## src/rtl/spi_reg_frontend.sv

```systemverilog
// spi_reg_frontend: SPI write target holding the five PWM control registers.
// Optional SPI_READBACK_EN adds cipo readback of the addressed register on read frames.
module spi_reg_frontend #(
  parameter int SYNC_STAGES = 2,
  parameter int MAX_ADDR    = 4
) (
  input  logic       clk,
  input  logic       rst,
  input  logic       sclk,
  input  logic       copi,
  input  logic       ncs,
  output logic       cipo,
  output logic [7:0] en_reg_out_7_0,
  output logic [7:0] en_reg_out_15_8,
  output logic [7:0] en_reg_pwm_7_0,
  output logic [7:0] en_reg_pwm_15_8,
  output logic [7:0] pwm_duty_cycle,
  output logic       wr_strobe,
  output logic       frame_err
);
  typedef enum logic [1:0] {IDLE, SHIFT, COMMIT} state_t;
  state_t state, state_n;
  logic [SYNC_STAGES:0] sclk_q, ncs_q;
  logic [SYNC_STAGES-1:0] copi_q;
  logic [15:0] sr;
  logic [4:0] cnt;
  logic [7:0] regs [5];
  logic copi_s, sclk_rise, ncs_fall, ncs_rise, shift_en, hit, commit_wr, commit_err;
  // Chains reset low so a select already held low at reset release never looks like a fall
  always_ff @(posedge clk or posedge rst)
    if (rst) begin
      sclk_q <= '0;
      ncs_q  <= '0;
      copi_q <= '0;
    end else begin
      sclk_q <= {sclk_q[SYNC_STAGES-1:0], sclk};
      ncs_q  <= {ncs_q[SYNC_STAGES-1:0], ncs};
      copi_q <= {copi_q[SYNC_STAGES-2:0], copi};
    end
  assign copi_s     = copi_q[SYNC_STAGES-1];
  assign sclk_rise  = sclk_q[SYNC_STAGES-1] & ~sclk_q[SYNC_STAGES];
  assign ncs_fall   = ~ncs_q[SYNC_STAGES-1] & ncs_q[SYNC_STAGES];
  assign ncs_rise   = ncs_q[SYNC_STAGES-1] & ~ncs_q[SYNC_STAGES];
  assign shift_en   = (state == SHIFT) && sclk_rise && !ncs_rise;
  assign hit        = int'(sr[14:8]) <= MAX_ADDR;
  assign commit_wr  = (state == COMMIT) && (cnt == 5'd16) && sr[15] && hit;
  assign commit_err = (state == COMMIT) && ((cnt != 5'd16) || !hit);
  always_comb begin
    state_n = (state == IDLE && ncs_fall)   ? SHIFT  :
              (state == SHIFT && ncs_rise)  ? COMMIT :
              (state == COMMIT)             ? IDLE   : state;
  end
  always_ff @(posedge clk or posedge rst)
    if (rst) state <= IDLE;
    else     state <= state_n;
  always_ff @(posedge clk or posedge rst)
    if (rst) begin
      sr        <= '0;
      cnt       <= '0;
      wr_strobe <= 1'b0;
      frame_err <= 1'b0;
      for (int i = 0; i < 5; i++) regs[i] <= 8'h00;
    end else begin
      wr_strobe <= commit_wr;
      frame_err <= commit_err;
      if (state == IDLE && ncs_fall) begin
        sr  <= '0;
        cnt <= '0;
      end else if (shift_en) begin
        sr  <= {sr[14:0], copi_s};
        cnt <= (cnt == 5'd17) ? cnt : cnt + 5'd1;
      end
      for (int i = 0; i < 5; i++)
        if (commit_wr && sr[14:8] == 7'(i)) regs[i] <= sr[7:0];
    end
  assign en_reg_out_7_0  = regs[0];
  assign en_reg_out_15_8 = regs[1];
  assign en_reg_pwm_7_0  = regs[2];
  assign en_reg_pwm_15_8 = regs[3];
  assign pwm_duty_cycle  = regs[4];
`ifdef SPI_READBACK_EN
  logic [7:0] tx, rd_val;
  logic [6:0] rd_addr;
  logic tx_act, sclk_fall;
  assign sclk_fall = ~sclk_q[SYNC_STAGES-1] & sclk_q[SYNC_STAGES];
  assign rd_addr   = {sr[5:0], copi_s};
  always_comb begin
    rd_val = 8'h00;
    for (int i = 0; i < 5; i++)
      if (rd_addr == 7'(i) && i <= MAX_ADDR) rd_val = regs[i];
  end
  // Load at the 8th rise; the fall right after it must not shift, so bit 7 is held for the 9th rise
  always_ff @(posedge clk or posedge rst)
    if (rst) begin
      tx     <= '0;
      tx_act <= 1'b0;
    end else if (state != SHIFT) begin
      tx_act <= 1'b0;
    end else if (shift_en && cnt == 5'd7 && !sr[6]) begin
      tx     <= rd_val;
      tx_act <= 1'b1;
    end else if (sclk_fall && cnt >= 5'd9) begin
      tx <= {tx[6:0], 1'b0};
    end
  assign cipo = tx_act & tx[7] & ~ncs_q[SYNC_STAGES-1] & (state == SHIFT);
`else
  assign cipo = 1'b0;
`endif
endmodule

```

## config.mk

```make
export PLATFORM = sky130hd
export DESIGN_NAME = spi_reg_frontend
export DESIGN_NICKNAME = d
export VERILOG_FILES = /design/src/rtl/spi_reg_frontend.sv
export SDC_FILE = /design/constraint.sdc
export NUM_CORES = 1
export LEC_CHECK = 0
export ABC_AREA = 1
export CAP_MARGIN = 10
export CORE_ASPECT_RATIO = 0.5
export CORE_MARGIN = 10
export CORE_UTILIZATION = 50
export DETAILED_ROUTE_END_ITERATION = 6
export GPL_TIMING_DRIVEN = 1
export PLACE_DENSITY = 0.76
export SLEW_MARGIN = 20
export SYNTH_ARGS = -nofsm -noshare
export SYNTH_HDL_FRONTEND = slang
export SYNTH_SLANG_ARGS = --single-unit
export TNS_END_PERCENT = 20
```

## constraint.sdc

```tcl
create_clock -name clk -period 2.4 [get_ports clk]
set_input_delay 0.36 -clock clk [delete_from_list [all_inputs] [get_ports clk]]
set_output_delay 0.36 -clock clk [all_outputs]
set_load 0.005 [all_outputs]
```

* Yosys cells after proc, flatten, opt, wreduce, memory -nomap -nowiden
Cells that the tools add are included.
Storage, ports and cells: flip-flop bits (word level) 73, input bits 5, output and inout port bits 43
Cells by class: add/sub/neg operators 1, order comparisons 1, equal/unequal tests 10, multiplexer cells 8, bitwise operators 6, reductions and logical operators 21
Operators with widths (number):
- $mux W16 | 2
- $mux W5 | 3
- $eq A7 B2 Y1 const B | 2
- $logic_and A1 B1 Y1 | 13
- $eq A5 B5 Y1 const B | 2
- $eq A7 B1 Y1 const B | 1
- $eq A7 B3 Y1 const B | 1
- $le A7 B3 Y1 const B | 1
- $logic_not A7 Y1 | 1
- $mux W2 | 3
- $add A5 B1 Y5 const B | 1
- $ne A5 B5 Y1 const B | 1
- $and A1 B1 Y1 | 3
- $not A1 Y1 | 3
- $reduce_bool A3 Y1 | 1
- $eq A2 B1 Y1 const B | 1
- $eq A2 B2 Y1 const B | 1
- $logic_not A1 Y1 | 2
- $logic_not A2 Y1 | 1
- $ne A2 B2 Y1 const B | 1
- $reduce_and A2 Y1 | 1
- $reduce_bool A2 Y1 | 1
- $logic_or A1 B1 Y1 | 1

* Longest topological paths before layout
word-level depth 6, gate-level depth with buffers 9, mapped depth without buffers 8

* Worst setup path before layout
Ideal clock, no wire load.
path kind register to register, start register cnt[0], end register regs (netlist bit en_reg_out_15_8[0]), arrival 1.332 ns, setup slack 0.949 ns, cell stages (with the launch flop) 8, buffers on the path 0, clock period less this slack 1.451 ns, cell sequence dfrtp_1 inv_1 ha_1 nand3_1 nor3_4 nand3_1 nand2_1 nand2_1
Between the ends: longest elaborated chain between the ends 5
RTL lines:
- from (decl) | RTL line 26 | logic [4:0] cnt;
- from (signal assigned) | RTL line 71 | cnt <= (cnt == 5'd17) ? cnt : cnt + 5'd1;
- $eq A5 B5 Y1 | RTL line 46 | assign commit_wr = (state == COMMIT) && (cnt == 5'd16) && sr[15] && hit;
- $logic_and A1 B1 Y1 (3 in a row) | RTL line 46
- $logic_and A1 B1 Y1 | RTL line 74 | if (commit_wr && sr[14:8] == 7'(i)) regs[i] <= sr[7:0];
- to (signal, indexed assignment) | RTL line 74
- to (decl) | RTL line 27 | logic [7:0] regs [5];
Every way passes these cells. A chain may end at the register's enable or synchronous reset.

* Worst setup path after layout
start register cnt[0], end register regs (netlist bit en_reg_out_15_8[7])
Same word-level chain as after synthesis.

==> metrics <==
# clock sinks=73; crit path kind=reg2reg; RSZ-0062 raised after global routing=false; Crit Path Max Fanout=35; setup_tns=0 ns; clk_skew=about 0.0075 ns; Synth Net Count=340; global placement routability congestion=between 0.8 and 0.9; HPWL after detailed placement=roughly 4900 um; VDD IR-drop max=roughly 0.56 mV; routed len/inst=roughly 15 um; Switching Fraction=about a quarter; initial antenna violation count=0; vias=2546; die area=9830 um^2; All-Layer GR Usage=between 10% and 20%; CP Capture Type=flop; yosys synthesis warning count=0; DIE WIDTH=~130 um; starting density of the core=between 50 and 60%; sequential element share of the synthesized area=between 50 and 60%; Pwr Total=0.00297 W; ratio of cells with drive above 1 in the final layout=7.47%; CP required=approximately 2.6 ns; maximum clock path buffer count=2; CP max stage delay=around 0.42 ns; number of buffers created by CTS=9; Synth area leaders=dfrtp_1 (60%), nand2_1 (14%), nand4_1 (8.4%), nand3_1 (4.7%), o21ai_0 (3.6%); crit path DAT=between 2 and 2.5 ns; post-CTS setup buffer count=0; Setup-failing EPs final=0; area share of the largest cell type after synthesis=about three fifths; Routed Antenna Nets=0; max cap viols=0; Port Buffer Count=between 40 and 50; Post-layout nets=391; Layout area overhead=27.9%; drc violations=0; Slew Limit Headroom=between 60% and 70%; drt initial violations=294; family with the most delay on the worst path=simple AND/OR/NAND/NOR gates; PwrDens=758 nW/um^2; Worst R2R Setup Slack=around 0.47 ns; worst-margin pin slew=roughly 0.54 ns; Site Rows=20; Tmin final=about 1.9 ns; CP max-delay cell=dfrtp_1; DIE HEIGHT=around 75 um; cell breakdown of the critical path=inv_1, ha_1, nand3_1, nor3_4, buf_4, nand3_1, nand2_1, nand2_1; Post-CTS Hold Fix Bufs=0; Root Buffer=clkbuf_16; syn_area_per_cell=about 9.2 um^2; Yosys reg bits=73; Yosys top cell by area=dfrtp_1; worst-skew pair later-pin latency=approximately 0.34 ns; core area=6010 um^2; Top FF cell, synth=dfrtp_1; Hold WC Path Type=reg2reg; Static Leakage=1.94 nW; Mapped Cells=between 300 and 400; drt pass-1 iters=4; number of global-route vias before repair=2505; Post-synth EDFFs=0; switching power=between 0.0007 and 0.0008 W; gr ovfl total=0; final core utilization=65.1%; first-pass GRT wire length=12200 um; asr flop ratio synth=between 90% and 100%; period utilization=80.3%; CP Buf/Inv Count=2; drt via density=between 5 and 6; sequential power share=between 40% and 50%; fmax=519 MHz; largest net degree at the start of global routing=74; Reg clk slew, reported paths=about 0.06 ns; I/O Pins=48; CTS H-tree lvls=3; outcome=finished clean; # resized after CTS=0; Syn Std Cell Area=a little over 3000 um^2; CP Launch Type=flop; Total Wirelength=between 7000 and 8000 um; CTS tree=yes; count of different cell masters after synthesis=19; P_int=0.00222 W; max-slew violations=0; Comb pwr share=9.1%; diode count=0; Final Hold Viols=0; Clk pwr share=roughly 44%
[sequential cells by signal, indices dropped and copies added, names as in the netlist]
register	flops
sr	16
en_reg_out_7_0	8
en_reg_pwm_7_0	8
state	2
cnt	5
ncs_q	3
wr_strobe	1
pwm_duty_cycle	8
copi_q	2
sclk_q	3
en_reg_out_15_8	8
en_reg_pwm_15_8	8
frame_err	1
[final timing paths]
kind                            cells after the start      start                 end
worst max-delay path                                8     cnt[0]  en_reg_out_15_8[7]
worst min-delay path                                0  sclk_q[0]           sclk_q[1]
worst max register to register                      8     cnt[0]  en_reg_out_15_8[7]
worst min register to register                      0  sclk_q[0]           sclk_q[1]
max in group asynchronous                           3        rst   pwm_duty_cycle[5]
min in group asynchronous                           3        rst           wr_strobe
[metrics by stage]
stage	worst slack [ns]	hold slack, ns	std cells	instance area (um^2)
floorplan	0.187	0.331	332	3060
global placement	0.603	0.337	449	3620
detailed placement	0.506	0.340	449	3620
CTS	0.476	0.351	465	3910
global route	0.217	0.359	465	3910
finish	0.473	0.348	465	3910
[final cells by class]
cell class | instances | area [um^2]
Multi-Input combinational cell | 227 | 1090
Inverter | 17 | 63.8
Sequential cell | 73 | 1830
Timing Repair Buffer | 55 | 541
Clock inverter | 3 | 40.0
Fill cell | 493 | 2090
Tap cell | 77 | 96.3
Clock buffer | 13 | 250
[routing by layer]
metal	GRT usage [%]	wire length, um	vias up
li1	-	-	1219
met4	4.90	90	0
met3	7.29	562	18
met1	18.3	2880	1239
met5	0	0	-
met2	27.2	3570	70
[synthesized netlist by cell type (2+ instances only)]
| master | number |
|---|---|
| a21oi_1 | 2 |
| xor2_1 | 3 |
| inv_1 | 16 |
| nor2_1 | 7 |
| nor2_2 | 4 |
| nand4_1 | 41 |
| nand3_1 | 29 |
| o21ai_0 | 22 |
| buf_2 | 10 |
| ha_1 | 3 |
| nand2_1 | 112 |
| clkbuf_1 | 4 |
| dfrtp_1 | 73 |
[cells by family after synthesis]
family | Yosys count | synth area share (%)
and+or+nand+nor | 196 | 29.7
DFF | 73 | 59.7
buffers and inverters | 32 | 4.46
AOI/OAI and AO/OA | 24 | 3.93
xor gates and xnor gates | 3 | 0.859
adders and majority gates | 3 | 1.23
other | 1 | 0.123
[power groups by stage]
stage | clock, W | sequential (W) | combinational, W
after detailed placement | 0 | 0.00140 | 0.000270
after global placement | 0 | 0.00139 | 0.000258
final | 0.00131 | 0.00139 | 0.000271
after global routing | 0.00140 | 0.00140 | 0.000324
after floorplan | 0 | 0.00138 | 0.000203
after CTS | 0.00133 | 0.00138 | 0.000274
[cell usage in the layout (no fill, tap or decap), drive strengths merged]
cell type / instances
a21oi: 2
buf: 9
bufinv: 1
clkbuf: 13
clkdlybuf4s50: 46
clkinv: 3
conb: 1
dfrtp: 73
ha: 3
inv: 16
nand2: 112
nand3: 29
nand4: 42
nor2: 11
nor3: 2
o21ai: 22
xor2: 3
No activity file was read; power rests on OpenSTA's default activity.
==> edit: new RTL, same flow settings <==
The 3 states of `state_t` get a one-hot encoding in 3 bits.
--- a/src/rtl/spi_reg_frontend.sv
+++ b/src/rtl/spi_reg_frontend.sv
@@ -19,5 +19,5 @@
   output logic       frame_err
 );
-  typedef enum logic [1:0] {IDLE, SHIFT, COMMIT} state_t;
+  typedef enum logic [2:0] {IDLE = 3'b001, SHIFT = 3'b010, COMMIT = 3'b100} state_t;
   state_t state, state_n;
   logic [SYNC_STAGES:0] sclk_q, ncs_q;
Formal check against the unedited RTL: no difference found for any inputs over 10 cycles, from zero or initial values and one cycle with rst high; not proved beyond that.
==> edit against the original RTL <==
- sequential cell count up 1
- non-clock buffer count down 1
- global-route usage down 0.23 points
- routed wire length up 1.3%
- area after synthesis up 0.65%
- cell area up 1.9%
- first-iteration DRC count down 39%
- worst setup slack worse by 0.12 ns
- core utilization up 1.2 points
- critical endpoint is now en_reg_out_7_0[5]$_DFFE_PP0P_
- largest cell class unchanged
- highest routed layer unchanged
Power is not compared: it rests on default switching activity, and its combinational part moved more than twofold at a synthesized area within 25%.
==> edit: results (changes against the original RTL) <==
stage;metric;value;unit;change
setup_path;r2r_end;en_reg_out_7_0[5]$_DFFE_PP0P_;;was en_reg_out_15_8[7]$_DFFE_PP0P_
timing;fin_crit_sh;85.1;%;was 80.3%
timing;relSlewSlack;60.3;%;was 64.1%
final_layout;drive_above_1_share;8.10;%;was 7.47%
final_layout;layout.nets;398;;was 391
synth;synth_nets;345;;was 340
placed_design;dp_slack;0.414;ns;was 0.506 ns
synth;ys_seq_area_share;60.2;%;was 59.7%
outcome;outcome;finished, final reports clean;;unchanged
timing;skew;0.00780;ns;was 0.00748 ns
synth;synth_common_cells;129 x nand2_1, 73 x dfrtp_1, 42 x nand4_1;;was 112 x nand2_1, 73 x dfrtp_1, 41 x nand4_1
synth;synth-compound-area-share;2.03;%;was 3.93%
routing;viasPerCell;5.38;;was 5.48
global_route;grt_pass1_vias;2566;;was 2505
final_layout;clkbuf_count;12;;was 13
final_layout;ff_latch_area;0.00185;mm²;was 0.00183 mm²
clock_tree;clock-sinks;74;;was 73
final_layout;clock_cell_area_share;8.51;%;was 7.42%
routing;drt-total-wl;7200;µm;was 7100 µm
setup_path;cp_max_fo;15;;was 35
final_layout;buf_share;13.4;%;was 13.8%
global_route;track_usage;15.9;%;was 16.1%
worst_hold_path;hold_end;ncs_q[1]$_DFF_PP0_;;was sclk_q[1]$_DFF_PP0_
synth;synth-xor-area-share;0.854;%;was 0.859%
final_layout;multi_input_area_share;27.1;%;was 28.0%
setup_path;r2r_slack;0.36;ns;was 0.47 ns
final_layout;layout.comb_gates.multi_input;229;;was 227
placed_design;place_congestion;0.820;;was 0.809
## edit: cell count changes after synthesis, sizes merged
cell    change
o21ai      -19
nand2      +17
o22ai       +6
inv         +5
nand3       -5
clkbuf      -3
nor2        +3
dfstp       +1
## edit: worst max-delay path, cell delays in order (launching register included)
cell and delay (ns):
dfrtp_1 0.43, inv_1 0.10, ha_1 0.14, nand3_1 0.13
nor3_4 0.49, nand3_1 0.39, nand2_1 0.18, nand2_1 0.06
## edit: through the flow
step / instance area (µm²) / std cells / hold WS, ns
final: 3990 / 472 / 0.352
after floorplan: 3080 / 337 / 0.331
after global placement: 3650 / 456 / 0.333
after global routing: 3990 / 472 / 0.355
after detailed placement: 3650 / 456 / 0.338
after CTS: 3990 / 472 / 0.354
## edit: per-layer routing
metal / global-route usage (%) / wire (µm)
met2: 27.3 / 3470
met3: 4.38 / 520
met1: 18.3 / 3070
met5: 0 / 0
met4: 7.59 / 134
